[src/rtl/player_dram_bridge_pkg.sv]
// Shared types and constants for the player record DRAM bridge.
// Contents: bridge FSM state enum, 96-bit DRAM word layout, default
// address map constants, AXI OKAY response code, record pack helper.
package player_dram_bridge_pkg;

  localparam logic [16:0] BASE_ADDR_DEF      = 17'h10000;
  localparam int unsigned REC_STRIDE_LG2_DEF = 4;
  localparam int unsigned DRAM_DW_DEF        = 96;
  localparam int unsigned INFO_W             = 89;
  localparam logic [1:0]  RESP_OKAY          = 2'b00;

  typedef enum logic [2:0] {
    B_IDLE,
    B_AR,
    B_R,
    B_AW,
    B_W,
    B_B,
    B_RSP
  } bridge_state_t;

  typedef struct packed {
    logic [6:0]        pad;
    logic [INFO_W-1:0] info;
  } dram_word_t;

  function automatic dram_word_t pack_rec(input logic [INFO_W-1:0] info);
    dram_word_t w;
    w.pad  = '0;
    w.info = info;
    return w;
  endfunction

endpackage

[src/rtl/player_dram_bridge_cache.sv]
// One-entry player record cache: valid bit, 8-bit player tag, 89-bit record.
// Only instantiated when RECORD_CACHE_EN is defined.
// Ports:
//   clk, rst_n            clock, synchronous active-low reset (invalidates)
//   lookup_tag            player number being looked up
//   hit, hit_info         combinational hit flag and stored record
//   fill, fill_tag/info   load entry and mark valid
//   inval                 clear valid bit (fill has priority)
module player_rec_cache
  import player_dram_bridge_pkg::*;
(
  input  logic              clk,
  input  logic              rst_n,
  input  logic [7:0]        lookup_tag,
  output logic              hit,
  output logic [INFO_W-1:0] hit_info,
  input  logic              fill,
  input  logic [7:0]        fill_tag,
  input  logic [INFO_W-1:0] fill_info,
  input  logic              inval
);

  logic              valid_q;
  logic [7:0]        tag_q;
  logic [INFO_W-1:0] data_q;

  always_ff @(posedge clk) begin
    if (!rst_n) begin
      valid_q <= 1'b0;
      tag_q   <= '0;
      data_q  <= '0;
    end else if (fill) begin
      valid_q <= 1'b1;
      tag_q   <= fill_tag;
      data_q  <= fill_info;
    end else if (inval) begin
      valid_q <= 1'b0;
    end
  end

  assign hit      = valid_q && (tag_q == lookup_tag);
  assign hit_info = data_q;

endmodule

[src/rtl/player_dram_bridge.sv]
// Bridge between the action engine and DRAM: runs one player-record read or
// write per transaction over AR/R/AW/W/B channels and packs the 89-bit record
// into a 96-bit DRAM word (upper 7 bits zero).
// Ports:
//   clk, rst_n                         clock, synchronous active-low reset
//   req_valid/req_ready/req_write      request handshake and direction
//   req_player, req_info               player number, record to write
//   rsp_valid, rsp_info, rsp_err       completion pulse, record, error flag
//   ar_*, r_*, aw_*, w_*, b_*          DRAM channels
// Optional: define RECORD_CACHE_EN for a one-entry write-through record cache.
module player_dram_bridge
  import player_dram_bridge_pkg::*;
#(
  parameter logic [16:0] BASE_ADDR      = BASE_ADDR_DEF,
  parameter int unsigned REC_STRIDE_LG2 = REC_STRIDE_LG2_DEF,
  parameter int unsigned DRAM_DW        = DRAM_DW_DEF
) (
  input  logic               clk,
  input  logic               rst_n,
  input  logic               req_valid,
  output logic               req_ready,
  input  logic               req_write,
  input  logic [7:0]         req_player,
  input  logic [INFO_W-1:0]  req_info,
  output logic               rsp_valid,
  output logic [INFO_W-1:0]  rsp_info,
  output logic               rsp_err,
  output logic               ar_valid,
  input  logic               ar_ready,
  output logic [16:0]        ar_addr,
  input  logic               r_valid,
  output logic               r_ready,
  input  logic [DRAM_DW-1:0] r_data,
  input  logic [1:0]         r_resp,
  output logic               aw_valid,
  input  logic               aw_ready,
  output logic [16:0]        aw_addr,
  output logic               w_valid,
  input  logic               w_ready,
  output logic [DRAM_DW-1:0] w_data,
  input  logic               b_valid,
  output logic               b_ready,
  input  logic [1:0]         b_resp
);

  bridge_state_t     state_q, state_d;
  logic [16:0]       addr_q;
  logic [INFO_W-1:0] info_q;
  logic [INFO_W-1:0] rsp_info_q;
  logic              rsp_err_q;
  logic [16:0]       req_addr;
  logic              cache_hit;
  logic              unused_pad;

  assign req_addr   = BASE_ADDR + (17'(req_player) << REC_STRIDE_LG2);
  assign unused_pad = ^r_data[DRAM_DW-1:INFO_W];

`ifdef RECORD_CACHE_EN
  logic [7:0]        player_q;
  logic [INFO_W-1:0] cache_info;
  logic              cache_fill;
  logic              cache_inval;

  assign cache_fill  = (state_q == B_R && r_valid && r_resp == RESP_OKAY) ||
                       (state_q == B_B && b_valid && b_resp == RESP_OKAY);
  assign cache_inval = (state_q == B_B && b_valid && b_resp != RESP_OKAY);

  player_rec_cache u_cache (
    .clk        (clk),
    .rst_n      (rst_n),
    .lookup_tag (req_player),
    .hit        (cache_hit),
    .hit_info   (cache_info),
    .fill       (cache_fill),
    .fill_tag   (player_q),
    .fill_info  ((state_q == B_R) ? r_data[INFO_W-1:0] : info_q),
    .inval      (cache_inval)
  );
`else
  assign cache_hit = 1'b0;
`endif

  always_comb begin
    state_d   = state_q;
    req_ready = 1'b0;
    ar_valid  = 1'b0;
    r_ready   = 1'b0;
    aw_valid  = 1'b0;
    w_valid   = 1'b0;
    b_ready   = 1'b0;
    rsp_valid = 1'b0;
    case (state_q)
      B_IDLE: begin
        req_ready = 1'b1;
        if (req_valid) begin
          if (req_write)      state_d = B_AW;
          else if (cache_hit) state_d = B_RSP;
          else                state_d = B_AR;
        end
      end
      B_AR: begin
        ar_valid = 1'b1;
        if (ar_ready) state_d = B_R;
      end
      B_R: begin
        r_ready = 1'b1;
        if (r_valid) state_d = B_RSP;
      end
      B_AW: begin
        aw_valid = 1'b1;
        if (aw_ready) state_d = B_W;
      end
      B_W: begin
        w_valid = 1'b1;
        if (w_ready) state_d = B_B;
      end
      B_B: begin
        b_ready = 1'b1;
        if (b_valid) state_d = B_RSP;
      end
      B_RSP: begin
        rsp_valid = 1'b1;
        state_d   = B_IDLE;
      end
      default: state_d = B_IDLE;
    endcase
  end

  // Response registers load on the edge entering B_RSP, so the previous
  // result stays visible until the new rsp_valid pulse.
  always_ff @(posedge clk) begin
    if (!rst_n) begin
      state_q    <= B_IDLE;
      addr_q     <= '0;
      info_q     <= '0;
      rsp_info_q <= '0;
      rsp_err_q  <= 1'b0;
`ifdef RECORD_CACHE_EN
      player_q   <= '0;
`endif
    end else begin
      state_q <= state_d;
      if (state_q == B_IDLE && req_valid) begin
        addr_q <= req_addr;
        info_q <= req_info;
`ifdef RECORD_CACHE_EN
        player_q <= req_player;
        if (!req_write && cache_hit) begin
          rsp_info_q <= cache_info;
          rsp_err_q  <= 1'b0;
        end
`endif
      end
      if (state_q == B_R && r_valid) begin
        rsp_info_q <= r_data[INFO_W-1:0];
        rsp_err_q  <= (r_resp != RESP_OKAY);
      end
      if (state_q == B_B && b_valid) begin
        rsp_info_q <= info_q;
        rsp_err_q  <= (b_resp != RESP_OKAY);
      end
    end
  end

  assign ar_addr  = addr_q;
  assign aw_addr  = addr_q;
  assign w_data   = DRAM_DW'(pack_rec(info_q));
  assign rsp_info = rsp_info_q;
  assign rsp_err  = rsp_err_q;

endmodule

[config.mk]
export PLATFORM = sky130hd
export DESIGN_NAME = player_dram_bridge
export DESIGN_NICKNAME = d
export VERILOG_FILES = /design/src/rtl/player_dram_bridge_pkg.sv /design/src/rtl/player_dram_bridge_cache.sv /design/src/rtl/player_dram_bridge.sv
export SDC_FILE = /design/constraint.sdc
export NUM_CORES = 1
export LEC_CHECK = 0
export ABC_CLOCK_PERIOD_IN_PS = 1650
export CAP_MARGIN = 30
export CORE_AREA = 2 2 170 172
export CTS_BUF_LIST = sky130_fd_sc_hd__clkbuf_8 sky130_fd_sc_hd__clkbuf_16
export CTS_CLUSTER_DIAMETER = 30
export DETAILED_ROUTE_END_ITERATION = 8
export DIE_AREA = 0 0 172 174
export GPL_TIMING_DRIVEN = 0
export PLACE_DENSITY = 0.67
export SETUP_SLACK_MARGIN = 0.4
export SLEW_MARGIN = 15
export SYNTH_ARGS = -nofsm -noshare
export SYNTH_HDL_FRONTEND = slang
export SYNTH_HIERARCHICAL = 1
export SYNTH_SLANG_ARGS = --single-unit
export TNS_END_PERCENT = 30
[constraint.sdc]
create_clock -name clk -period 1.65 [get_ports clk]
set_clock_uncertainty 0.05 [all_clocks]
set_input_delay 0.2475 -clock clk [delete_from_list [all_inputs] [get_ports clk]]
set_output_delay 0.2475 -clock clk [all_outputs]
set_load 0.02 [all_outputs]
# [Word level (Yosys, flattened, before mapping)]
# Cells that the tools add are included.
[word_totals] reg_bits=199 input_bits=206 output_inout_bits=227
[op_classes] n_addsub=1 n_eq_ne=12 muxes=19 n_reduce_logical=8
[ops] cell="two-way mux 89 bit" count=2
[ops] cell="two-way mux 3 bit" count=6
[ops] cell="one-hot mux 3 bit (6 select lines)" count=1
[ops] cell="adder 17 x 12 -> 17 bit, first input constant" count=1
[ops] cell="!= test 2 bit, second input constant" count=6
[ops] cell="equality test 3 bit, second input constant" count=3
[ops] cell="two-way mux 1 bit" count=9
[ops] cell="equality test 3 x 2 -> 1 bit, second input constant" count=2
[ops] cell="AND reduction 6 bit" count=1
[ops] cell="nonzero test 2 bit" count=3
[ops] cell="equality test 3 x 1 -> 1 bit, second input constant" count=1
[ops] cell="logical AND 1 bit" count=3
[ops] cell="zero test 3 bit" count=1
[ops] cell="two-way mux 2 bit" count=1

# [Logic depth before layout (Yosys ltp)]
# Gate-level depths: netlist (run 1).
[depth] depth_word=4 mapped_depth=8 ltp_nobuf=4

# [Least setup slack after synthesis (run 1)]
# OpenSTA, ideal clock, no wires.
[synth_timing] path_type="reg2reg" start="reg state_q[1]" end="reg info_q[37]" setup_ns=0.118 t_arrival_ns=1.329 path_slack_ns=0.152 path_stages_with_launch=8 period_less_slack_ns=1.498 path_cell_list="dfxtp_1 > buf_2 > nor3_4 > nand2_1 > buf_4 > buf_2 > nand2_1 > a21boi_2"
[synth_between] elab_chain_cells=2
[synth_rtl] element="start: declaration" line_no="player_dram_bridge.sv:46" text="bridge_state_t state_q, state_d;"
[synth_rtl] element="start signal: assignment" line_no="player_dram_bridge.sv:142" text="state_q <= state_d;"
[synth_rtl] element="zero test 3 bit" line_no="player_dram_bridge.sv:143" text="if (state_q == B_IDLE && req_valid) begin"
[synth_rtl] element="logical AND 1 bit" line_no="player_dram_bridge.sv:143"
[synth_rtl] element="end signal: assignment" line_no="player_dram_bridge.sv:145" text="info_q <= req_info;"
[synth_rtl] element="end: declaration" line_no="player_dram_bridge.sv:48" text="logic [INFO_W-1:0] info_q;"
# No other way between the ends.
# A chain may end at the register's enable or synchronous reset.

# [Worst setup path after layout (run 1)]
[layout_timing] start="reg state_q[1]" end="reg rsp_info_q[35], in the netlist rsp_info[35]"
[layout_between] elab_chain_cells=3 elab_cells_between_ends=6 cone_classes="eq/ne (2); mux (1); reduce/logical (3)"
[layout_rtl] element="equality test 3 bit / equality test 3 x 2 -> 1 bit (equally long branches)" line_no="player_dram_bridge.sv:158, player_dram_bridge.sv:154"
[layout_rtl] element="logical AND 1 bit, on equally long branches" line_no="player_dram_bridge.sv:158, player_dram_bridge.sv:154"
[layout_rtl] element="two-way mux 89 bit / nonzero test 2 bit (equally long branches)"
[layout_rtl] element="end signal: assignment" line_no="player_dram_bridge.sv:155" text="rsp_info_q <= r_data[INFO_W-1:0];"
[layout_rtl] element="end signal: assignment" line_no="player_dram_bridge.sv:159" text="rsp_info_q <= info_q;"
[layout_rtl] element="end: declaration" line_no="player_dram_bridge.sv:49" text="logic [INFO_W-1:0] rsp_info_q;"
# Several ways; a longest one is shown, not always the timed one.

==> results of run 1 <==
[report_power, final]
group / switching (mW) / internal (mW)
logic: 4.94 / 5.13
clock network: 2.15 / 2.34
registers: 0.880 / 5.82
total: 7.97 / 13.3
[cell type report]
type	instances	area (um2)	share of cell area (%)
clock inverters	15	196.4	1.259
flip-flops and latches	191	3991	25.58
clock buffers	17	425.4	2.726
well taps	384	480.5	3.079
repair buffers	490	5157	33.05
inverters	2	7.507	0.04811
plain buffers	107	1111	7.120
multi-input cells	622	4235	27.14
[kinds of logic after synthesis]
logic type,Yosys count,synth area share [%]
mux,90,11.23
buf+inv,109,7.969
flops,191,47.66
other cells,1,0.04674
simple gates,229,11.81
compound gates,280,21.29
[worst register-to-register path: cells and delay by family, from the launching register on]
family / cells / cell delay (ns)
simple gates: 2 / 0.27
compound gates: 2 / 0.23
buf+inv: 6 / 0.80
flops: 1 / 0.32
[synthesized netlist by cell type (all sizes together)]
cell type | n | area share (%)
nor2 | 8 | 0.37
conb | 1 | 0.047
nand3b | 1 | 0.094
and3b | 2 | 0.22
nand2 | 199 | 9.3
a221oi | 2 | 0.22
a21oi | 88 | 5.5
and4bb | 1 | 0.16
nor3 | 4 | 0.39
nor4bb | 1 | 0.12
o21a | 1 | 0.094
buf | 77 | 6.5
o31ai | 1 | 0.094
a21boi | 98 | 9.6
dfxtp | 191 | 48
nand4b | 1 | 0.11
and2 | 4 | 0.31
a211oi | 1 | 0.16
o21ai | 89 | 5.6
mux2i | 90 | 11
nor3b | 2 | 0.19
nand2b | 1 | 0.078
nor2b | 3 | 0.23
nand4bb | 1 | 0.14
clkbuf | 30 | 1.4
and3 | 1 | 0.078
inv | 2 | 0.094
[stage by stage]
stage	TNS [ns]	util, %	power, mW	hold slack (ns)	std cells
floorplan	0	-	10.13	0.3324	922
detailed placement	-66.68	44.71	13.94	0.4192	1707
finish	-1.862	55.26	21.26	0.2821	1828
CTS	-10.01	52.47	20.11	0.2637	1802
global placement	-62.47	44.71	13.86	0.4101	1707
global route	-7.686	55.26	22.23	0.2800	1828
[routing by layer]
| layer | share of wire (%) | track usage (%) | vias up |
|---|---|---|---|
| li1 | - | - | 4080 |
| met1 | 41 | 26.65 | 4087 |
| met2 | 51 | 38.54 | 319 |
| met3 | 6.4 | 5.123 | 42 |
| met4 | 2.4 | 7.038 | 0 |
| met5 | 0 | 0 | - |
[flip-flops by register name (all words and copies together), names as in the netlist]
register,count
ar_addr,9
info_q,89
rsp_err,1
rsp_info,89
state_q,3
[path summary, 6_finish.rpt]
| kind | from | to | slack [ns] | cells after the start |
|---|---|---|---|---|
| worst max-delay path | state_q[1] | rsp_info[35] | -0.09 | 10 |
| worst max register to register | state_q[1] | rsp_info[35] | -0.09 | 10 |
| worst min-delay path | rst_n | info_q[63] | 0.28 | 2 |
| worst min register to register | info_q[32] | info_q[32] | 0.41 | 2 |
[timing repair]
action / 4_1_cts / 5_1_grt
setup buffers: 44 / 18
endpoints found under the setup margin: 395 / 381
resized for setup: 777 / 702
cloned: 19 / 8
pin swaps: 19 / 30
==> impl_metrics.py, run 1 <==
metrics = {
    "status": {
        "status": "complete, but fails checks",
        "violations": "negative setup slack",
    },
    "place": {
        "globalplace.congestion": 0.8069,
        "postPlaceCellArea_um2": 12620,
        "port_buffers": 401,
        "pre_cts_slack_ns": -0.6088,
        "place_hpwl_um": 23650,
    },
    "clocking": {
        "ctsHoldBuffers": 0,
        "cts_sinks": 191,
        "cts_root_buf": "clkbuf_16",
        "insertion_delay_ns": 0.44,
        "cts_buffers": 17,
        "cts.clk_slew.worst_paths_ns": 0.08,
        "cts_tree": "built",
        "htreeDepth": 4,
        "max-clock-path-buffers": 2,
    },
    "sta": {
        "max_freq_ghz": 0.5758,
        "setup_ws_ns": -0.08668,
        "worst_slew_pin_slew_ns": 0.8974,
        "slew_viol_final": 0,
        "finalHoldViolCount": 0,
        "finalCritPeriodShare_pct": 105.3,
        "setup_viol": 66,
        "maxSlewHeadroom_pct": 40.17,
        "rsz0062_at_grt": "true",
        "fin_crit_ns": 1.737,
    },
    "die": {
        "die-area_um2": 29930,
        "core_area_um2": 28240,
        "die_w_um": 172,
        "initial_core_util_pct": 28.41,
        "ios": 433,
        "die_h_um": 174,
        "rows": 62,
    },
    "pwr": {
        "power_density_nw_per_um2": 1363,
        "ir_drop_mv": 0.6194,
        "leakage_nw": 7.014,
    },
    "final_layout": {
        "layout.cells.most_common_list": "199 x buf_4, 198 x clkdlybuf4s50_1, 185 x nand2_1, 113 x dfxtp_2",
        "nFillCells": 2549,
        "diodes": 0,
        "syn_to_final_growth_pct": 94.51,
        "fin_area_um2": 15610,
        "layout.cells.most_common": "buf_4",
        "drive_gt1_share_pct": 45.36,
        "final_nets": 1637,
    },
    "setup_path": {
        "slowest_delay_ns": 0.32,
        "cp.required_ns": 1.96,
        "path_class": "flip-flop to flip-flop",
        "critPathLaunchType": "flip-flop",
        "worstSetupEndpointType": "flip-flop",
        "cpMostUsedCell": "buf_6",
        "cp_slowest_cell": "dfxtp_2",
        "critPathTopFamily": "buffers and inverters",
        "cp_max_fo": 7,
        "worstPathArrival_ns": 2.04,
        "crit_buf_inv": 6,
        "cp_cell_sequence": "buf_6, nand4b_1, buf_6, nand2_8, buf_6, buf_12, buf_6, buf_8, o21ai_2, a21oi_1",
    },
    "yosys": {
        "yosysSeqAreaShare_pct": 47.66,
        "syn_area_per_cell_um2": 8.914,
        "synth_seq_cells": 191,
        "syn_inst": 900,
        "syn_area_um2": 8023,
        "yosys_warnings": 6,
        "synth_cell_types": 33,
    },
    "routing": {
        "drt-pass1-iter-count": 4,
        "via_per_inst": 4.665,
        "wl_per_cell_um": 19.25,
        "vias": 8528,
        "ant_nets": 0,
        "drt-initial-drc-count": 394,
        "finalWirelength_um": 35190,
        "drc": 0,
    },
    "global_route": {
        "grt_pass1_vias": 8402,
        "track_usage_pct": 22.08,
        "grt_start_max_net_pins": 20,
        "antenna_found_initial": 0,
        "grt_overflow": 0,
        "grt_pass1_wl_um": 50280,
    },
    "hold_path": {
        "min_path_type": "primary input to flip-flop",
    },
    "job": {
        "maxCapViolations": 0,
    },
}
No activity file was read; power rests on OpenSTA's default activity.
==> inputs of run 2 (changes only) <==
--- a/config.mk
+++ b/config.mk
@@ -6,7 +6,7 @@
 export NUM_CORES = 1
 export LEC_CHECK = 0
 export ABC_CLOCK_PERIOD_IN_PS = 1650
-export CAP_MARGIN = 30
+export CAP_MARGIN = 5
 export CORE_AREA = 2 2 170 172
 export CTS_BUF_LIST = sky130_fd_sc_hd__clkbuf_8 sky130_fd_sc_hd__clkbuf_16
 export CTS_CLUSTER_DIAMETER = 30
==> constraint.sdc (replaced) <==
create_clock -name clk -period 1.65 [get_ports clk]
set_clock_uncertainty 0.05 [all_clocks]
set_input_delay 0.165 -clock clk [delete_from_list [all_inputs] [get_ports clk]]
set_output_delay 0.165 -clock clk [all_outputs]
set_load 0.02 [all_outputs]
==> run 2 against run 1 <==
  * The run still ends with negative setup slack left
  * Clock power is 7.8% lower
  * Largest cell class unchanged
  * Worst setup slack improved by 0.066 ns
  * Global-route usage shrank 0.84 points
  * Core utilization shrank 1.5 points
  * Clock-buffer cell count is 2 higher
  * Total power is 5.8% lower
  * Sequential power fell by 3.9%
  * Via count shrank 2.1%
  * Hold slack got worse by 0.12 ns
==> impl_metrics.py, run 2 (same netlist as run 1, synthesis figures left out) <==
metrics = {
    "clocking": {
        "htreeDepth": 4,
        "cts_buffers": 17,
        "insertion_delay_ns": 0.43,
        "cts_root_buf": "clkbuf_16",
        "ctsHoldBuffers": 0,
        "max-clock-path-buffers": 2,
        "cts_tree": "built",
        "cts_sinks": 191,
        "cts.clk_slew.worst_paths_ns": 0.07,
    },
    "die": {
        "rows": 62,
        "die_h_um": 174,
        "die-area_um2": 29930,
        "ios": 433,
        "initial_core_util_pct": 28.41,
        "core_area_um2": 28240,
        "die_w_um": 172,
    },
    "hold_path": {
        "hold_path_depth": 2,
        "min_path_type": "primary input to flip-flop",
    },
    "sta": {
        "finalCritPeriodShare_pct": 101.2,
        "setup_viol": 2,
        "slew_viol_final": 0,
        "finalHoldViolCount": 0,
        "rsz0062_at_grt": "true",
        "setup_ws_ns": -0.02045,
        "worst_slew_pin_slew_ns": 0.9150,
        "fin_crit_ns": 1.670,
        "maxSlewHeadroom_pct": 39.00,
        "max_freq_ghz": 0.5986,
        "setup_tns_ns": -0.02672,
    },
    "status": {
        "status": "complete, but fails checks",
        "violations": "negative setup slack",
    },
    "setup_path": {
        "critPathLaunchType": "flip-flop",
        "cp.required_ns": 1.91,
        "worstSetupEndpointType": "flip-flop",
        "cp_max_fo": 8,
        "path_class": "flip-flop to flip-flop",
        "worstPathArrival_ns": 1.93,
        "reg2reg_depth": 8,
    },
    "final_layout": {
        "utilization_pct": 53.72,
        "layout.cells.most_common": "clkdlybuf4s50_1",
        "syn_to_final_growth_pct": 89.08,
        "drive_gt1_share_pct": 33.83,
        "diodes": 0,
        "final_nets": 1603,
        "layout.cells.most_common_list": "197 x clkdlybuf4s50_1, 178 x dfxtp_1, 125 x nand2_1, 82 x clkbuf_2, 81 x dlygate4sd2_1",
    },
    "global_route": {
        "grt_overflow": 0,
        "grt_pass1_wl_um": 48520,
        "antenna_found_initial": 0,
        "grt_pass1_vias": 8315,
        "track_usage_pct": 21.24,
        "grt_start_max_net_pins": 19,
    },
    "place": {
        "port_buffers": 401,
        "place_hpwl_um": 23410,
        "globalplace.congestion": 0.8395,
    },
    "pwr": {
        "power_density_nw_per_um2": 1321,
        "leakage_nw": 7.261,
        "ir_drop_mv": 0.6650,
    },
    "routing": {
        "via_per_inst": 4.652,
        "vias": 8346,
        "wl_per_cell_um": 18.86,
        "ant_nets": 0,
        "drc": 0,
        "drt-pass1-iter-count": 5,
        "drt-initial-drc-count": 352,
        "finalWirelength_um": 33830,
    },
    "job": {
        "maxCapViolations": 0,
    },
}
run 2: cell count changes in the layout (fill, tap and decap cells not counted), moves of 55 or more:
cell           change
buf_4            -156
dfxtp_1          +107
dfxtp_2          -103
clkbuf_2          +78
dlygate4sd2_1     +73
nand2_1           -60
o21ai_0           +55
run 2: path summary, 6_finish.rpt:
kind                                  from           end  slack, ns
worst max-delay path            state_q[1]  rsp_info[53]      -0.02
worst min-delay path                 rst_n   ar_addr[16]       0.16
worst max register to register  state_q[1]  rsp_info[53]      -0.02
worst min register to register  info_q[58]    info_q[58]       0.41
run 2: repair_timing:
| item | CTS | global route |
|---|---|---|
| setup buffers | 24 | 7 |
| resized for setup | 380 | 504 |
| cloned | 17 | 7 |
| pin swaps | 36 | 130 |
| endpoints found under the hold margin | 0 | 0 |
| endpoints found under the setup margin | 395 | 392 |
run 2: worst max-delay path: stages, from the launching register on:
cell	delay [ns]
dfxtp_2	0.32
buf_6	0.13
nand4b_1	0.18
buf_6	0.16
buf_12	0.16
buf_12	0.13
buf_16	0.13
mux2i_2	0.18
a21oi_1	0.10
run 2: report_power, final:
group	switching [mW]	internal, mW
sequential	0.750	5.69
clock	2.05	2.08
combinational	5.03	4.43
total	7.83	12.2
run 2: routing by layer:
layer  global-route usage [%]  wire length [um]
met2                    37.58             17140
met1                    25.39             13750
met5                        0                 0
met4                    6.092               705
met3                    5.055              2229
run 2: through the flow:
stage                     std cells  worst slack, ns  hold WS (ns)  cell area (um2)  total power [mW]
after floorplan                 922           0.1805        0.2499             8119             10.11
after global placement         1707          -0.5748        0.4049            12610             13.82
after global routing           1794         -0.05506        0.1760            15170             21.04
final                          1794         -0.02045        0.1573            15170             20.04
after CTS                      1780         0.008103        0.1355            14490             19.23
after detailed placement       1707          -0.5635        0.4106            12610             13.91
run 2: final cells by class:
type | instances | area (um2)
fillers | 2596 | 13070
clock inverters | 13 | 123.9
repair buffers | 456 | 4607
plain buffers | 107 | 1105
multi-input cells | 622 | 4546
flip-flops and latches | 191 | 3847
inverters | 2 | 7.507
well taps | 384 | 480.5
clock buffers | 19 | 452.9
